### config.mk
export PLATFORM = sky130hd
export DESIGN_NAME = cargador_programa_flat
export DESIGN_NICKNAME = d
export VERILOG_FILES = /design/src/rtl/cargador_programa_if.sv /design/src/rtl/cargador_programa.sv /design/src/flat_wrapper.sv
export SDC_FILE = /design/constraint.sdc
export NUM_CORES = 1
export LEC_CHECK = 0
export CAP_MARGIN = 10
export CORE_MARGIN = 5
export CORE_UTILIZATION = 47
export CTS_BUF_LIST = sky130_fd_sc_hd__clkbuf_4 sky130_fd_sc_hd__clkbuf_8 sky130_fd_sc_hd__clkbuf_16
export DETAILED_ROUTE_END_ITERATION = 12
export PLACE_DENSITY = 0.9
export SLEW_MARGIN = 10
export SYNTH_ARGS = -nofsm -noshare
export SYNTH_HDL_FRONTEND = slang
export SYNTH_SLANG_ARGS = --single-unit
### constraint.sdc
create_clock -name clk -period 3.45 [get_ports clk]
set_clock_uncertainty 0.15 [all_clocks]
set_input_delay 0.345 -clock clk [delete_from_list [all_inputs] [get_ports clk]]
set_output_delay 0.345 -clock clk [all_outputs]
set_load 0.03 [all_outputs]
### src/rtl/cargador_programa_if.sv
// Byte-stream handshake between an external program source and the boot loader.
interface cargador_programa_if;
  logic [7:0] byte_dato;
  logic       byte_valido;
  logic       byte_listo;

  modport master (output byte_dato, output byte_valido, input byte_listo);
  modport slave  (input byte_dato, input byte_valido, output byte_listo);
endinterface

### src/rtl/cargador_programa.sv
// Boot-time program loader: assembles little-endian words from a byte stream into RAM,
// then releases the CPU and hands it the RAM port.
module cargador_programa #(
  parameter int PALABRAS  = 512,
  parameter int ANCHO_DIR = 9
) (
  input  logic                  clk,
  input  logic                  reset,
  input  logic                  inicio,
  input  logic [9:0]            n_palabras,
  cargador_programa_if.slave    bus,
  input  logic [31:0]           cpu_dir,
  input  logic [31:0]           cpu_dat_escritura,
  input  logic                  cpu_hab_escritura,
  output logic [ANCHO_DIR-1:0]  ram_dir,
  output logic [31:0]           ram_din,
  output logic                  ram_we,
  output logic                  cpu_reset,
  output logic                  ocupado,
  output logic                  hecho
);

  typedef enum logic [1:0] {REPOSO = 2'd0, CARGA = 2'd1, FIN = 2'd2, EJECUTA = 2'd3} estado_t;

  estado_t              r_estado;
  estado_t              w_siguiente;
  logic [9:0]           r_cuenta;
  logic [9:0]           r_indice;
  logic [1:0]           r_byte_cnt;
  logic [23:0]          r_ensamble;
  logic [31:0]          r_escritura;
  logic [ANCHO_DIR-1:0] r_dir;
  logic                 r_we;

  logic                 w_listo;
  logic                 w_acepta;
  logic                 w_ultimo_byte;
  logic                 w_ultima_palabra;
  logic [9:0]           w_cuenta_lim;
  logic                 w_unused_cpu_dir;

  assign w_listo          = (r_estado == CARGA);
  assign w_acepta         = w_listo & bus.byte_valido;
  assign w_ultimo_byte    = w_acepta & (r_byte_cnt == 2'd3);
  assign w_ultima_palabra = (r_indice == (r_cuenta - 10'd1));
  // Clamping keeps the word index within RAM, so it can never wrap.
  assign w_cuenta_lim     = ({1'b0, n_palabras} > 11'(PALABRAS)) ? 10'(PALABRAS) : n_palabras;
  assign w_unused_cpu_dir = ^{cpu_dir[31:ANCHO_DIR+2], cpu_dir[1:0]};

  always_ff @(posedge clk) begin
    if (reset) begin
      r_estado <= REPOSO;
    end else begin
      r_estado <= w_siguiente;
    end
  end

  always_comb begin
    w_siguiente = r_estado;
    case (r_estado)
      REPOSO: begin
        if (inicio) begin
          w_siguiente = (w_cuenta_lim == 10'd0) ? EJECUTA : CARGA;
        end else begin
          w_siguiente = REPOSO;
        end
      end
      CARGA: begin
        if (w_ultimo_byte && w_ultima_palabra) begin
          w_siguiente = FIN;
        end else begin
          w_siguiente = CARGA;
        end
      end
      FIN:     w_siguiente = EJECUTA;
      EJECUTA: w_siguiente = EJECUTA;
      default: w_siguiente = REPOSO;
    endcase
  end

  // The write register is separate from assembly so byte intake never stalls on a write.
  always_ff @(posedge clk) begin
    if (reset) begin
      r_cuenta    <= 10'd0;
      r_indice    <= 10'd0;
      r_byte_cnt  <= 2'd0;
      r_ensamble  <= 24'd0;
      r_escritura <= 32'd0;
      r_dir       <= '0;
      r_we        <= 1'b0;
    end else begin
      r_we <= 1'b0;
      case (r_estado)
        REPOSO: begin
          if (inicio) begin
            r_cuenta   <= w_cuenta_lim;
            r_indice   <= 10'd0;
            r_byte_cnt <= 2'd0;
            r_ensamble <= 24'd0;
          end
        end
        CARGA: begin
          if (w_acepta) begin
            r_byte_cnt <= r_byte_cnt + 2'd1;
            if (r_byte_cnt == 2'd3) begin
              r_escritura <= {bus.byte_dato, r_ensamble};
              r_dir       <= r_indice[ANCHO_DIR-1:0];
              r_we        <= 1'b1;
              r_indice    <= r_indice + 10'd1;
              r_ensamble  <= 24'd0;
            end else begin
              r_ensamble[8*r_byte_cnt +: 8] <= bus.byte_dato;
            end
          end
        end
        default: begin
        end
      endcase
    end
  end

  always_comb begin
    bus.byte_listo = w_listo;
    cpu_reset      = 1'b1;
    ocupado        = 1'b0;
    hecho          = 1'b0;
    ram_dir        = r_dir;
    ram_din        = r_escritura;
    ram_we         = r_we;
    case (r_estado)
      CARGA, FIN: begin
        ocupado = 1'b1;
      end
      EJECUTA: begin
        cpu_reset = 1'b0;
        hecho     = 1'b1;
        ram_dir   = cpu_dir[ANCHO_DIR+1:2];
        ram_din   = cpu_dat_escritura;
        ram_we    = cpu_hab_escritura;
      end
      default: begin
        cpu_reset = 1'b1;
      end
    endcase
  end

endmodule

### src/flat_wrapper.sv
// flat-port wrapper written by rule: the top's interface ports become plain ports
module cargador_programa_flat 
#(
  parameter int PALABRAS  = 512,
  parameter int ANCHO_DIR = 9
)
  (clk, reset, inicio, n_palabras, cpu_dir, cpu_dat_escritura, cpu_hab_escritura, ram_dir, ram_din, ram_we, cpu_reset, ocupado, hecho, bus_byte_dato, bus_byte_valido, bus_byte_listo);
  cargador_programa_if bus_i ();
  input  logic clk;
  input  logic reset;
  input  logic inicio;
  input  logic [9:0] n_palabras;
  input  logic [31:0] cpu_dir;
  input  logic [31:0] cpu_dat_escritura;
  input  logic cpu_hab_escritura;
  output logic [ANCHO_DIR-1:0] ram_dir;
  output logic [31:0] ram_din;
  output logic ram_we;
  output logic cpu_reset;
  output logic ocupado;
  output logic hecho;
  input wire logic [$bits(bus_i.byte_dato)-1:0] bus_byte_dato;
  input wire logic [$bits(bus_i.byte_valido)-1:0] bus_byte_valido;
  output wire logic [$bits(bus_i.byte_listo)-1:0] bus_byte_listo;
  assign bus_i.byte_dato = bus_byte_dato;
  assign bus_i.byte_valido = bus_byte_valido;
  assign bus_byte_listo = bus_i.byte_listo;
  cargador_programa #(.PALABRAS(PALABRAS), .ANCHO_DIR(ANCHO_DIR)) u_core (.clk(clk), .reset(reset), .inicio(inicio), .n_palabras(n_palabras), .bus(bus_i), .cpu_dir(cpu_dir), .cpu_dat_escritura(cpu_dat_escritura), .cpu_hab_escritura(cpu_hab_escritura), .ram_dir(ram_dir), .ram_din(ram_din), .ram_we(ram_we), .cpu_reset(cpu_reset), .ocupado(ocupado), .hecho(hecho));
endmodule
==> run summary, run 1 <==
The end of the worst hold path is u_core.r_dir[6]. The hold-critical path depth is 2. In the final routed layout, each cell accounts on average for 15.35 um. Across the run, the number of max-cap violations was 0. In the routed design, unresolved DRC markers number 0. In this run the power density over the cells is 347.2 nW/um^2. The via count came out at 3918. Clock-pin slew was measured on the worst setup and hold paths at 0.09 ns. The signal on the critical path passes through ha_2, buf_4, mux2_2, clkdlybuf4s50_1. The clock tree from TritonCTS is yes. The average vias per placed instance came out at 5.557.

The largest stage delay on the critical path came out at 0.60 ns. The share of power burned in combinational logic is 11.3%. The slowest stage of the critical path is the clkdlybuf4s50_1 cell.

The count of endpoints failing setup in the final report is 0. The leakage power came out at 2.007 nW. The max-slew violation count came out at 0.

The count of cells along the worst register-to-register path came out at 7. The y dimension of the die came out at 105.1 um. The worst register-to-register path begins at u_core.r_cuenta[0]. Counting every sink on the clock net gives 90. The worst setup path is of the flip-flop to primary output kind. The initial detailed-routing violation count is 254. The number of nets with antenna violations after detailed routing is 0. The first global-routing pass estimated 17.93 mm of wire. The largest net degree at the start of global routing came out at 51. The number of antenna violations at the first check in global routing is 0. Internal power comes to 1.424 mW. The cell chosen for the clock root is clkbuf_8.

Broken down by cell family, the worst path's largest delay share belongs to buffers and inverters. In this run the worst path has a maximum fanout of 19. The instance area after placement came out at 5384 um^2. The count of hold buffers inserted by post-cts repair came out at 0. The average size of a mapped cell came out at 8.484 um^2. The detailed-route wire length came out at 10.82 mm. The number of ports placed on the die boundary came out at 133.

The setup slack of the critical path after layout came out at 0.3810 ns. The total nets after synthesis came out at 598. The worst slack at placement came out at 0.7513 ns. The total congestion overflow is 0. The final weighted congestion in routability-driven placement is 0.8680. The mapped netlist covers 4250 um^2. The part of the power in registers is 54.8%. The maximum root-to-sink buffer count is 2. After floorplanning, the core was sized to cover 8763 um^2. Buffers placed on the I/O ports in this run total 109. Setup slack on the worst reg-to-reg path comes out at 0.73 ns. The row count is 34. The post-cts gate resize count came out at 0. The post-route netlist has 11.56% of its cells at a drive strength greater than 1. Summed over all failing endpoints, the final setup total negative slack is 0 ns.

In this run the worst hold path is classified as flip-flop to flip-flop. The pin slew with the least headroom to its limit came out at 0.9015 ns. Per report_power, the clock group accounts for 33.9% of the total.

The final net count came out at 689. Post-CTS timing repair inserted 0 buffers for setup. For this run, the number of Yosys warnings is 0.

The primary flip-flop cell chosen by synthesis mapping is dfxtp_1. Across the VDD grid, the largest voltage drop is 0.1648 mV. The switching power summed over all nets came out at 507.5 uW.

The first-pass detailed-route iteration total is 5. The total power is 1.932 mW. The synthesis-stage register bit count is 90. The H-tree generated during clock tree synthesis spans 3 levels.

The number of clock buffers inserted by TritonCTS came out at 9. Leaving out fill and tap cells, the most frequent cell in the layout is clkdlybuf4s50_1. Derived from the worst setup path, the maximum achievable clock frequency is 325.8 MHz. In the synthesized netlist the async set-or-reset flop fraction comes to 0%. The number of antenna repair diodes is 0. The hold violation count in the final report came out at 0. In the global route stage, overall resource usage came out at 19.42%. The count of unique library cells instantiated by Yosys is 42.

The portion of the post-synthesis area used by sequential elements came out at 42.39%. The source-to-sink clock delay at the later pin of the worst-skew pair came out at 0.36 ns. Counting flops with a built-in enable in the synthesized netlist gives 0. The x dimension of the die came out at 105.1 um.

In the layout the commonest cells are 108 x clkdlybuf4s50_1, 90 x dfxtp_1, 87 x nand2_1, 53 x nor2_1, 50 x a21oi_1. The area overhead of the layout relative to synthesis came out at 30.88%. The switching fraction of total power is 26.27%. The flow ran to the end, and the final reports show no timing, DRC or antenna violations. The number of global-route vias before repair came out at 3756. The worst hold path begins at u_core.r_dir[6]. The HPWL after detailed placement is 7.893 mm. The floorplan die area is 11050 um^2.

STA classifies the critical path endpoint as a primary output. The initial utilization of the core area, before any placement, comes to 48.50%. The number of buffers and inverters on the critical path came out at 2. After routing the design area is 5563 um^2.

The capture instance of the worst register-to-register path is u_core.r_estado[0]. The worst setup path is launched from a flip-flop. Setup repair after global routing left no endpoint under its margin.

The worst path required time is 2.95 ns. The minimum clock period is 3.069 ns. The worst hold slack came out at 0.3083 ns. The critical path arrival came out at 2.57 ns.

Headroom to the max-slew limit came out at 39.39%. The ratio of final minimum period to clock period came out at 88.96%. In the synthesized netlist, the number of instances is 501.
sequential cells by signal, indices dropped and copies added (netlist names):
register            count
u_core.r_escritura     32
u_core.r_ensamble      24
u_core.r_cuenta        10
u_core.r_indice        10
u_core.r_dir            9
u_core.r_byte_cnt       2
u_core.r_estado         2
u_core.r_we             1
final cells by class:
cell class | instances | area [um^2]
clock buffers | 9 | 123.9
clock inverters | 7 | 55.05
fillers | 738 | 3201
inverters | 9 | 33.78
multi-input cells | 368 | 2290
flip-flops and latches | 90 | 1802
well taps | 108 | 135.1
repair buffers | 114 | 1124
worst reg2reg max path, cell delays in order (launching register included):
cell,delay [ns]
dfxtp_1,0.39
inv_1,0.11
ha_1,0.30
or4b_4,0.51
or3_1,0.35
a211o_1,0.29
a311o_1,0.31
o21a_1,0.20
layer usage:
metal  part of all wire, %  vias up  GRT usage (%)
met4                   1.8        0          7.945
met2                    47      143          31.83
met1                    45     1846          24.77
met3                   6.3       15          4.192
li1                      -     1914              -
met5                     0        -              0
metrics by stage:
stage	cells	utilization, %
2_1_floorplan	501	-
3_3_place_gp	689	61.44
3_5_place_dp	689	61.44
4_1_cts	705	63.48
5_1_grt	705	63.48
6_report	705	63.48
power by group through the flow:
stage | Combinational, mW | Clock, mW | Sequential (mW)
finish | 0.218 | 0.655 | 1.06
global route | 0.237 | 0.702 | 1.06
detailed placement | 0.214 | 0 | 1.08
CTS | 0.216 | 0.669 | 1.06
global placement | 0.207 | 0 | 1.08
floorplan | 0.111 | 0 | 1.08
synthesized netlist by cell type (2+ instances only):
cell type	n	area, um^2
nor3_1	6	30.03
a21oi_1	50	250.2
nand3_1	10	50.05
clkbuf_1	30	112.6
buf_1	4	15.01
or4_1	2	15.01
and3_1	5	31.28
o21a_1	2	15.01
or3_1	3	18.77
o21ai_0	8	40.04
dfxtp_1	90	1802
xor2_1	13	113.9
mux2_2	43	484.2
nor3b_1	6	45.04
nor2_1	53	198.9
nand4_1	4	25.02
nor2b_1	3	18.77
a221oi_1	2	17.52
a21o_1	3	22.52
inv_1	9	33.78
nand2_1	87	326.6
xnor2_1	8	70.07
ha_1	10	125.1
a31oi_1	2	12.51
a22oi_1	27	202.7
nor4_1	4	25.02
o31ai_1	2	15.01
worst max path at each step:
stage | startpoint | end | slack, ns | cells after the start
final | u_core.r_estado[0] | ram_dir[2] | 0.38 | 4
after global routing | u_core.r_estado[0] | ram_dir[2] | 0.26 | 4
after CTS | u_core.r_estado[0] | ram_dir[2] | 0.35 | 4
after detailed placement | u_core.r_estado[0] | ram_dir[2] | 0.75 | 4
after global placement | u_core.r_cuenta[0] | u_core.r_estado[0] | 0.78 | 7
after floorplan | u_core.r_cuenta[0] | u_core.r_estado[0] | 0.95 | 7
cell families (layout without fill, tap and decap cells):
group | count (synthesis) | in the layout | synth area share [%]
flip-flops | 90 | 90 | 42.39
multiplexers | 44 | 44 | 11.63
AND/OR/NAND/NOR | 190 | 190 | 19.96
buffers and inverters | 43 | 139 | 3.797
XOR/XNOR | 21 | 21 | 4.327
AO/OA/AOI/OAI | 103 | 103 | 14.95
adder cells (fa/ha/maj) | 10 | 10 | 2.944
No activity file was read; power rests on OpenSTA's default activity.
==> inputs of run 2 (changes only) <==
Settings changed: ABC_AREA set to 1, CORE_UTILIZATION 47 to 48.
==> run 2 against run 1 <==
Final cell count increased by 19%. Maximum frequency increased by 6.7%. Largest power group unchanged. Cell area increased by 4.3%. Combinational power increased by 40%. Wire length increased by 5.5%. Sequential power about the same. Worst setup slack improved by 0.19 ns. Register-to-register slack improved by 0.20 ns. Synthesized area increased by 5.8%. Synthesized cell count increased by 27%. Utilization decreased by 0.38 points. Non-clock buffer count decreased by 1.
==> run summary, run 2 <==
The largest net degree at the start of global routing came out at 68 (+33%). The sum of negative setup slack was 0 ns (unchanged). The number of global-route vias before repair is 4187 (+11%). The number of clock buffers inserted by TritonCTS is 9 (unchanged).

The via count came out at 4442 (+13%). The area overhead of the layout relative to synthesis came out at 29.05%. The category of the worst setup path capture point is a primary output.

The clock transition at the registers of the reported paths is 0.09 ns (about the same). The floorplan die area came out at 11400 um^2 (+3.3%). Of all cell types, the one taking the most synthesized area is dfxtp_1. The count of cells along the worst register-to-register path came out at 6 (-1).

The total setup buffers inserted after CTS came out at 0 (unchanged). The floorplan core area came to 9196 um^2 (+4.9%). TritonCTS built the clock tree.

The number of ports placed on the die boundary came out at 133 (unchanged). The ratio of final minimum period to clock period came to 83.33% (-5.6 points). The count of flip-flops with a built-in enable after synthesis is 0 (unchanged). The first-pass detailed-route iteration total came out at 5 (unchanged). The total nets after synthesis was 733 (+23%). The largest stage delay on the critical path came out at 0.72 ns (+0.12 ns). The critical path arrival came out at 2.38 ns (-0.19 ns). The worst hold path belongs to the class flip-flop to flip-flop. The max-capacitance violation count is 0 (unchanged). The remaining max-slew budget at the tightest pin came out at 58.69% (+19 points).

The post-cts gate resize count is 0 (unchanged). The wire length of the first global-routing pass came out at 18.80 mm (+4.8%). The wire length per cell after detailed routing came to 13.58 um (-12%). The minimum clock period is 2.875 ns (-0.1939 ns).

The power per cell area came out at 349.8 nW/um^2 (+0.73%). The total congestion overflow came to 0 (unchanged). By count the netlist is led by 110 x nand2_1, 90 x dfxtp_1, 90 x o21ai_0, 83 x inv_1, 77 x a21oi_1.

The y dimension of the die was 106.8 um (+1.6%). Among all cell types in the netlist, the one instantiated most often is nand2_1. The hold-critical path depth came out at 2 (unchanged). The largest fanout on the critical path came out at 67 (+48). Leaving out fill and tap cells, the most frequent cells in the layout are 110 x nand2_1, 109 x clkdlybuf4s50_1, 90 x o21ai_0, 90 x dfxtp_1, 83 x inv_1.

The count of warnings emitted by yosys is 0 (unchanged). The flow ran to the end, and the final reports show no timing, DRC or antenna violations. The endpoint identified for the worst register-to-register timing path is u_core.r_escritura[15]. By area the synthesized netlist is led by dfxtp_1 40%, o21ai_0 10%, nand2_1 9.2%, a21oi_1 8.6%, inv_1 6.9%. The final weighted congestion in routability-driven placement came out at 0.8974 (+3.4%).

The library cell used most frequently in the layout, excluding fill and tap cells, is nand2_1. The fraction of layout instances using a drive strength above 1 is 6.301% (-5.3 points). The number of antenna repair diodes is 0 (unchanged).

The count of hold buffers inserted by post-cts repair is 0 (unchanged). The detailed-route wire length is 11.42 mm (+5.5%). The total power came out at 2.030 mW (+5.1%). The number of nets with antenna violations after detailed routing came to 0 (unchanged).

Setup repair after global routing left no endpoint under its margin. Traced cell by cell, the critical path runs through ha_2, buf_12, nand2_1, o21ai_0, clkdlybuf4s50_1. The share of flip-flops with an asynchronous set or reset after synthesis is 0% (unchanged). The total of buffers placed on input and output ports is 109 (unchanged). The number of flip-flops under the largest register name came out at 32 (unchanged). The portion of the post-synthesis area used by sequential elements is 40.07% (-2.3 points). In this run the most critical hold path is launched from u_core.r_escritura[0]. The critical path is of the flip-flop to primary output type. The pin slew with the least headroom to its limit came out at 0.6189 ns (-0.2825 ns). The x dimension of the die was 106.8 um (+1.6%). The most flop-heavy register is u_core.r_escritura. The number of cells produced by synthesis came out at 636 (+27%). The source-to-sink clock delay at the later pin of the worst-skew pair came to 0.36 ns (about the same). The worst setup path is launched from a flip-flop.

The area of the mapped netlist is 4497 um^2 (+5.8%). The count of unique library cells instantiated by Yosys came out at 40 (-4.8%). The row count is 35 (+2.9%). The synthesis-stage register bit count is 90 (unchanged). The worst path required time came out at 2.95 ns (about the same). The initial detailed-routing violation count is 319 (+26%). The hold violation count in the final report came to 0 (unchanged). The leakage power is 2.128 nW (+6.1%).

The maximum root-to-sink buffer count came out at 2 (unchanged). The initial standard-cell utilization of the core came out at 48.90% (+0.40 points). The tree is rooted in a clkbuf_8. The max-slew violation count came out at 0 (unchanged).

The HPWL after detailed placement is 8.487 mm (+7.5%). The average vias per placed instance came out at 5.282 (-5.0%). The average size of a mapped cell came out at 7.070 um^2 (-17%). The flop-to-flop setup slack came out at 0.93 ns (+0.20 ns).

The TritonCTS sink count is 90 (unchanged). The count of endpoints failing setup in the final report is 0 (unchanged). The worst register-to-register path begins at u_core.r_estado[1]. On the critical path, the stage with the largest delay is an instance of clkdlybuf4s50_1.

The peak supply drop is 0.1752 mV (+6.3%). The achievable clock frequency was 347.8 MHz (+6.7%). The path with the worst hold slack has its endpoint at u_core.r_escritura[0]. The final net count came out at 823 (+19%). The area share of the largest cell type after synthesis came out at 40.07% (-2.3 points).

The total routing usage reported by global routing came out at 20.05% (+0.62 points). The DRC violations left is 0 (unchanged). The largest registers in the layout are u_core.r_escritura x32, u_core.r_ensamble x24. The number of antenna violations at the first check in global routing is 0 (unchanged).

The primary flip-flop cell chosen by synthesis mapping is dfxtp_1. The number of H-tree levels came out at 3 (unchanged).
[run 2: cell count changes after synthesis, moves of 8 or more]
| cell | change |
|---|---|
| a21oi_1 | +27 |
| a22oi_1 | -27 |
| inv_1 | +74 |
| mux2_2 | -43 |
| nand2_1 | +23 |
| nand3_1 | +11 |
| nor2_1 | -10 |
| nor3_1 | +14 |
| o21ai_0 | +82 |
| xor2_1 | -8 |
[run 2: routing by layer]
| metal | part of all wire (%) | GRT usage, % |
|---|---|---|
| met1 | 43 | 23.79 |
| met3 | 7.0 | 5.117 |
| met5 | 0 | 0 |
| met2 | 47 | 34.04 |
| met4 | 2.9 | 9.041 |
[run 2: final cells by class]
class | count | area [um^2]
Sequential cell | 90 | 1802
Clock buffer | 9 | 123.9
Clock inverter | 6 | 50.05
Timing Repair Buffer | 113 | 1134
Fill cell | 771 | 3393
Inverter | 88 | 332.8
Tap cell | 111 | 138.9
Multi-Input combinational cell | 424 | 2222
[run 2: power by group]
group | switching [mW] | total (mW) | internal [mW]
combinational | 0.174 | 0.306 | 0.132
sequential | 0.0148 | 1.07 | 1.06
clock | 0.388 | 0.653 | 0.265
total | 0.577 | 2.03 | 1.45
[run 2: worst max-delay path by stage]
stage	from	to	slack [ns]	depth (start not counted)
floorplan	u_core.r_estado[0]	ram_din[23]	1.19	4
global placement	u_core.r_estado[1]	u_core.r_escritura[18]	1.03	6
detailed placement	u_core.r_estado[1]	u_core.r_escritura[22]	0.92	6
CTS	u_core.r_estado[0]	ram_din[12]	0.56	5
global route	u_core.r_estado[0]	ram_din[22]	0.42	5
finish	u_core.r_estado[0]	ram_din[12]	0.57	5
[run 2: worst max-delay path, delay by kind of cell, from the launching register on]
family                     cells  cell delay [ns]
buffers and inverters          2             1.00
adders and majority gates      1             0.44
DFF                            1             0.38
AOI/OAI and AO/OA              1             0.11
and+or+nand+nor                1             0.08
[run 2: per-stage QoR]
| stage | cells | hold WS, ns | area [um^2] | worst slack (ns) | util [%] |
|---|---|---|---|---|---|
| finish | 841 | 0.3042 | 5803 | 0.5750 | 63.10 |
| global route | 841 | 0.3201 | 5803 | 0.4234 | 63.10 |
| CTS | 841 | 0.3066 | 5803 | 0.5598 | 63.10 |
| detailed placement | 826 | 0.2910 | 5629 | 0.9234 | 61.21 |
| global placement | 826 | 0.2888 | 5629 | 1.034 | 61.21 |
| floorplan | 636 | 0.2712 | 4497 | 1.187 | - |
[run 2: kinds of logic (layout without fill, tap and decap cells)]
| group | Yosys count | after routing | share of synthesized area [%] |
|---|---|---|---|
| flops | 90 | 90 | 40.07 |
| simple gates | 219 | 219 | 22.45 |
| compound gates | 186 | 186 | 22.26 |
| buf+inv | 122 | 216 | 10.68 |
| xor+xnor | 9 | 9 | 1.753 |
| fa+ha+maj | 10 | 10 | 2.782 |
==> inputs of run 3 (changes only) <==
Settings changed: CORE_UTILIZATION 48 to 43, PLACE_DENSITY 0.9 to 0.86.
Clock period 3.45 ns to 2.42 ns, I/O delays scaled along.
==> run 3 against run 2 <==
Utilization shrank 6.1 points. Wire length down 3.2%. Clock power grew 61%. First-iteration DRC count shrank 40%. Cell area grew 0.95%. Sequential share of layout area down 0.29 points. Critical endpoint is now cpu_reset. Largest cell class unchanged. Largest power group unchanged. Highest routed layer unchanged.
==> run summary, run 3 (synthesis results as in run 2) <==
The flow ran to the end, and the final reports show no timing, DRC or antenna violations. The row count is 37 (+5.7%). In the layout the commonest cells are 110 x nand2_1, 90 x o21ai_0, 90 x dfxtp_1, 83 x inv_1, 77 x a21oi_1. The cell sitting at the root of the clock tree is a clkbuf_8. The final net count is 827 (+0.49%).

The clock transition at the registers of the reported paths came to 0.09 ns (about the same). The sum of negative setup slack came to 0 ns (unchanged). The largest fanout on the critical path came out at 43 (-36%). The worst path required time came out at 2.03 ns (-0.92 ns). The remaining max-slew budget at the tightest pin is 61.69% (+3.0 points). The via count is 4219 (-5.0%). The number of global-route vias before repair was 3918 (-6.4%). The y dimension of the die came to 112.3 um (+5.1%). The number of standard cells in the layout, taps in and fillers out came to 871 (+3.6%). The fraction of layout instances using a drive strength above 1 came out at 7.347% (+1.0 points). The number of ports placed on the die boundary is 133 (unchanged).

The number of antenna repair diodes is 0 (unchanged). The part of the power in registers was 50.7% (-2.1 points). The leakage power came out at 2.391 nW (+12%). The number of buffers and inverters on the critical path was 3 (+1). The detailed-route wire length was 11.05 mm (-3.2%). The critical setup path kind is flip-flop to primary output.

The x dimension of the die came to 112.3 um (+5.1%). The most flop-heavy register is u_core.r_escritura. The count of endpoints failing setup in the final report came to 0 (unchanged).

The share of the core filled with cells is 57.00% (-6.1 points). In the final layout, the registers with the most flip-flops are u_core.r_escritura x32, u_core.r_ensamble x24. The initial detailed-routing violation count is 190 (-40%).

The maximum root-to-sink buffer count is 2 (unchanged). Leaving out fill and tap cells, the most frequent cell in the layout is nand2_1. The element type at the critical path start is a flip-flop. The slowest stage of the critical path is the clkdlybuf4s50_1 cell. The average vias per placed instance came out at 4.844 (-8.3%). In the finished design, the share of the clock period the worst path needs comes to 95.89%. The cell family contributing the most delay on the critical path is buffers and inverters. The HPWL after detailed placement was 8.016 mm (-5.6%). The power per cell area is 513.9 nW/um^2 (+47%). Static timing analysis puts the maximum clock frequency at 431.0 MHz. The critical path goes through ha_2, buf_12, inv_1, clkdlybuf4s50_1. The max-slew violation count is 0 (unchanged). The total power is 3.010 mW (+48%). The floorplan core area came out at 10280 um^2 (+12%). The area of all placed cells without fillers was 5858 um^2 (+0.95%). The area overhead of the layout relative to synthesis came out at 30.27%. The largest stage delay on the critical path came out at 0.59 ns (-0.13 ns). The initial standard-cell utilization of the core came out at 43.75% (-5.1 points).

The total routing usage reported by global routing is 17.26% (-2.8 points). The setup slack of the critical path after layout was 0.09956 ns (-0.4754 ns). The switching fraction of total power came to 26.98% (-1.4 points). TritonCTS built the clock tree.

The pin slew with the least headroom to its limit was 0.5708 ns (-0.04810 ns). The instance area after placement is 5675 um^2 (+0.82%). The final weighted congestion in routability-driven placement came out at 0.8757 (-2.4%). The total congestion overflow was 0 (unchanged). The floorplan die area is 12600 um^2 (+11%). The total of buffers placed on input and output ports is 109 (unchanged).

The wire length per cell after detailed routing is 12.69 um (-6.5%). The worst hold slack came out at 0.3027 ns (-0.001502 ns). The share of power burned in combinational logic came out at 14.2% (-0.9 points). The source-to-sink clock delay at the later pin of the worst-skew pair is 0.36 ns (about the same). The proportion of power drawn by the clock network came to 35.0% (+2.8 points). The number of clock buffers inserted by TritonCTS is 9 (unchanged). The minimum clock period came out at 2.320 ns. The critical path arrival is 1.93 ns (-0.45 ns). The hold violation count in the final report is 0 (unchanged).

The TritonCTS sink count came out at 90 (unchanged). The path type of the worst min-delay path is flip-flop to flip-flop. The first-pass detailed-route iteration total is 4 (-1). The category of the worst setup path capture point is a primary output. The DRC violations left came out at 0 (unchanged).

The number of nets with antenna violations after detailed routing came out at 0 (unchanged). The wire length of the first global-routing pass came out at 18.35 mm (-2.4%). The max-capacitance violation count is 0 (unchanged). The largest net degree at the start of global routing was 87 (+28%). The switching power summed over all nets was 812.3 uW (+41%). The number of placed instances with taps included came out at 854 (+3.4%). The number of antenna violations at the first check in global routing came to 0 (unchanged). The peak supply drop is 0.2654 mV (+51%).

The internal power contribution was 2.198 mW (+51%). The worst slack at placement came out at 0.2852 ns (-0.6382 ns). The number of flip-flops under the largest register name is 32 (unchanged). The number of H-tree levels is 3 (unchanged).

The flop-to-flop setup slack is 0.37 ns (-0.56 ns).
==> run 3: area by class of cell <==
cell class / count / area [um^2]
Fill cell: 939 / 4419
Inverter: 88 / 332.8
Timing Repair Buffer: 117 / 1127
Clock buffer: 10 / 131.4
Tap cell: 136 / 170.2
Sequential cell: 90 / 1802
Clock inverter: 6 / 72.57
Multi-Input combinational cell: 424 / 2222
==> run 3: power groups by stage <==
stage	combinational [mW]	sequential, mW	clock, mW
after detailed placement	0.426	1.56	0
final	0.428	1.53	1.05
after global placement	0.420	1.56	0
after CTS	0.427	1.53	1.08
after floorplan	0.259	1.56	0
after global routing	0.479	1.53	1.15
==> run 3: timing repair <==
action / in CTS / in global routing
setup endpoints to repair: 39 / 2
buffers inserted: 0 / 0
resized for setup: 39 / 1
cloned: 0 / 1
hold buffers: 0 / 0
endpoints found under the hold margin: 0 / 0
==> run 3: metal layers <==
layer | share of wire [%] | up-vias | GRT usage, %
li1 | - | 2272 | -
met4 | 1.2 | 0 | 5.849
met2 | 46 | 110 | 27.69
met3 | 6.0 | 10 | 3.612
met1 | 46 | 1827 | 23.15
met5 | 0 | - | 0
==> run 3: worst paths after layout <==
kind                                      startpoint                    to  cells past startpoint
worst min register to register       u_core.r_dir[6]       u_core.r_dir[6]                      2
worst max-delay path              u_core.r_estado[0]             cpu_reset                      4
worst max register to register  u_core.r_byte_cnt[0]  u_core.r_ensamble[4]                      7
worst min-delay path                 u_core.r_dir[6]       u_core.r_dir[6]                      2
==> run 3: worst reg2reg max path, stage by stage, from the launching register on <==
cell     delay, ns
dfxtp_1       0.44
inv_1         0.18
ha_1          0.44
nor2_1        0.12
nand3_1       0.09
nor2_2        0.31
a32oi_1       0.15
nor2_1        0.11
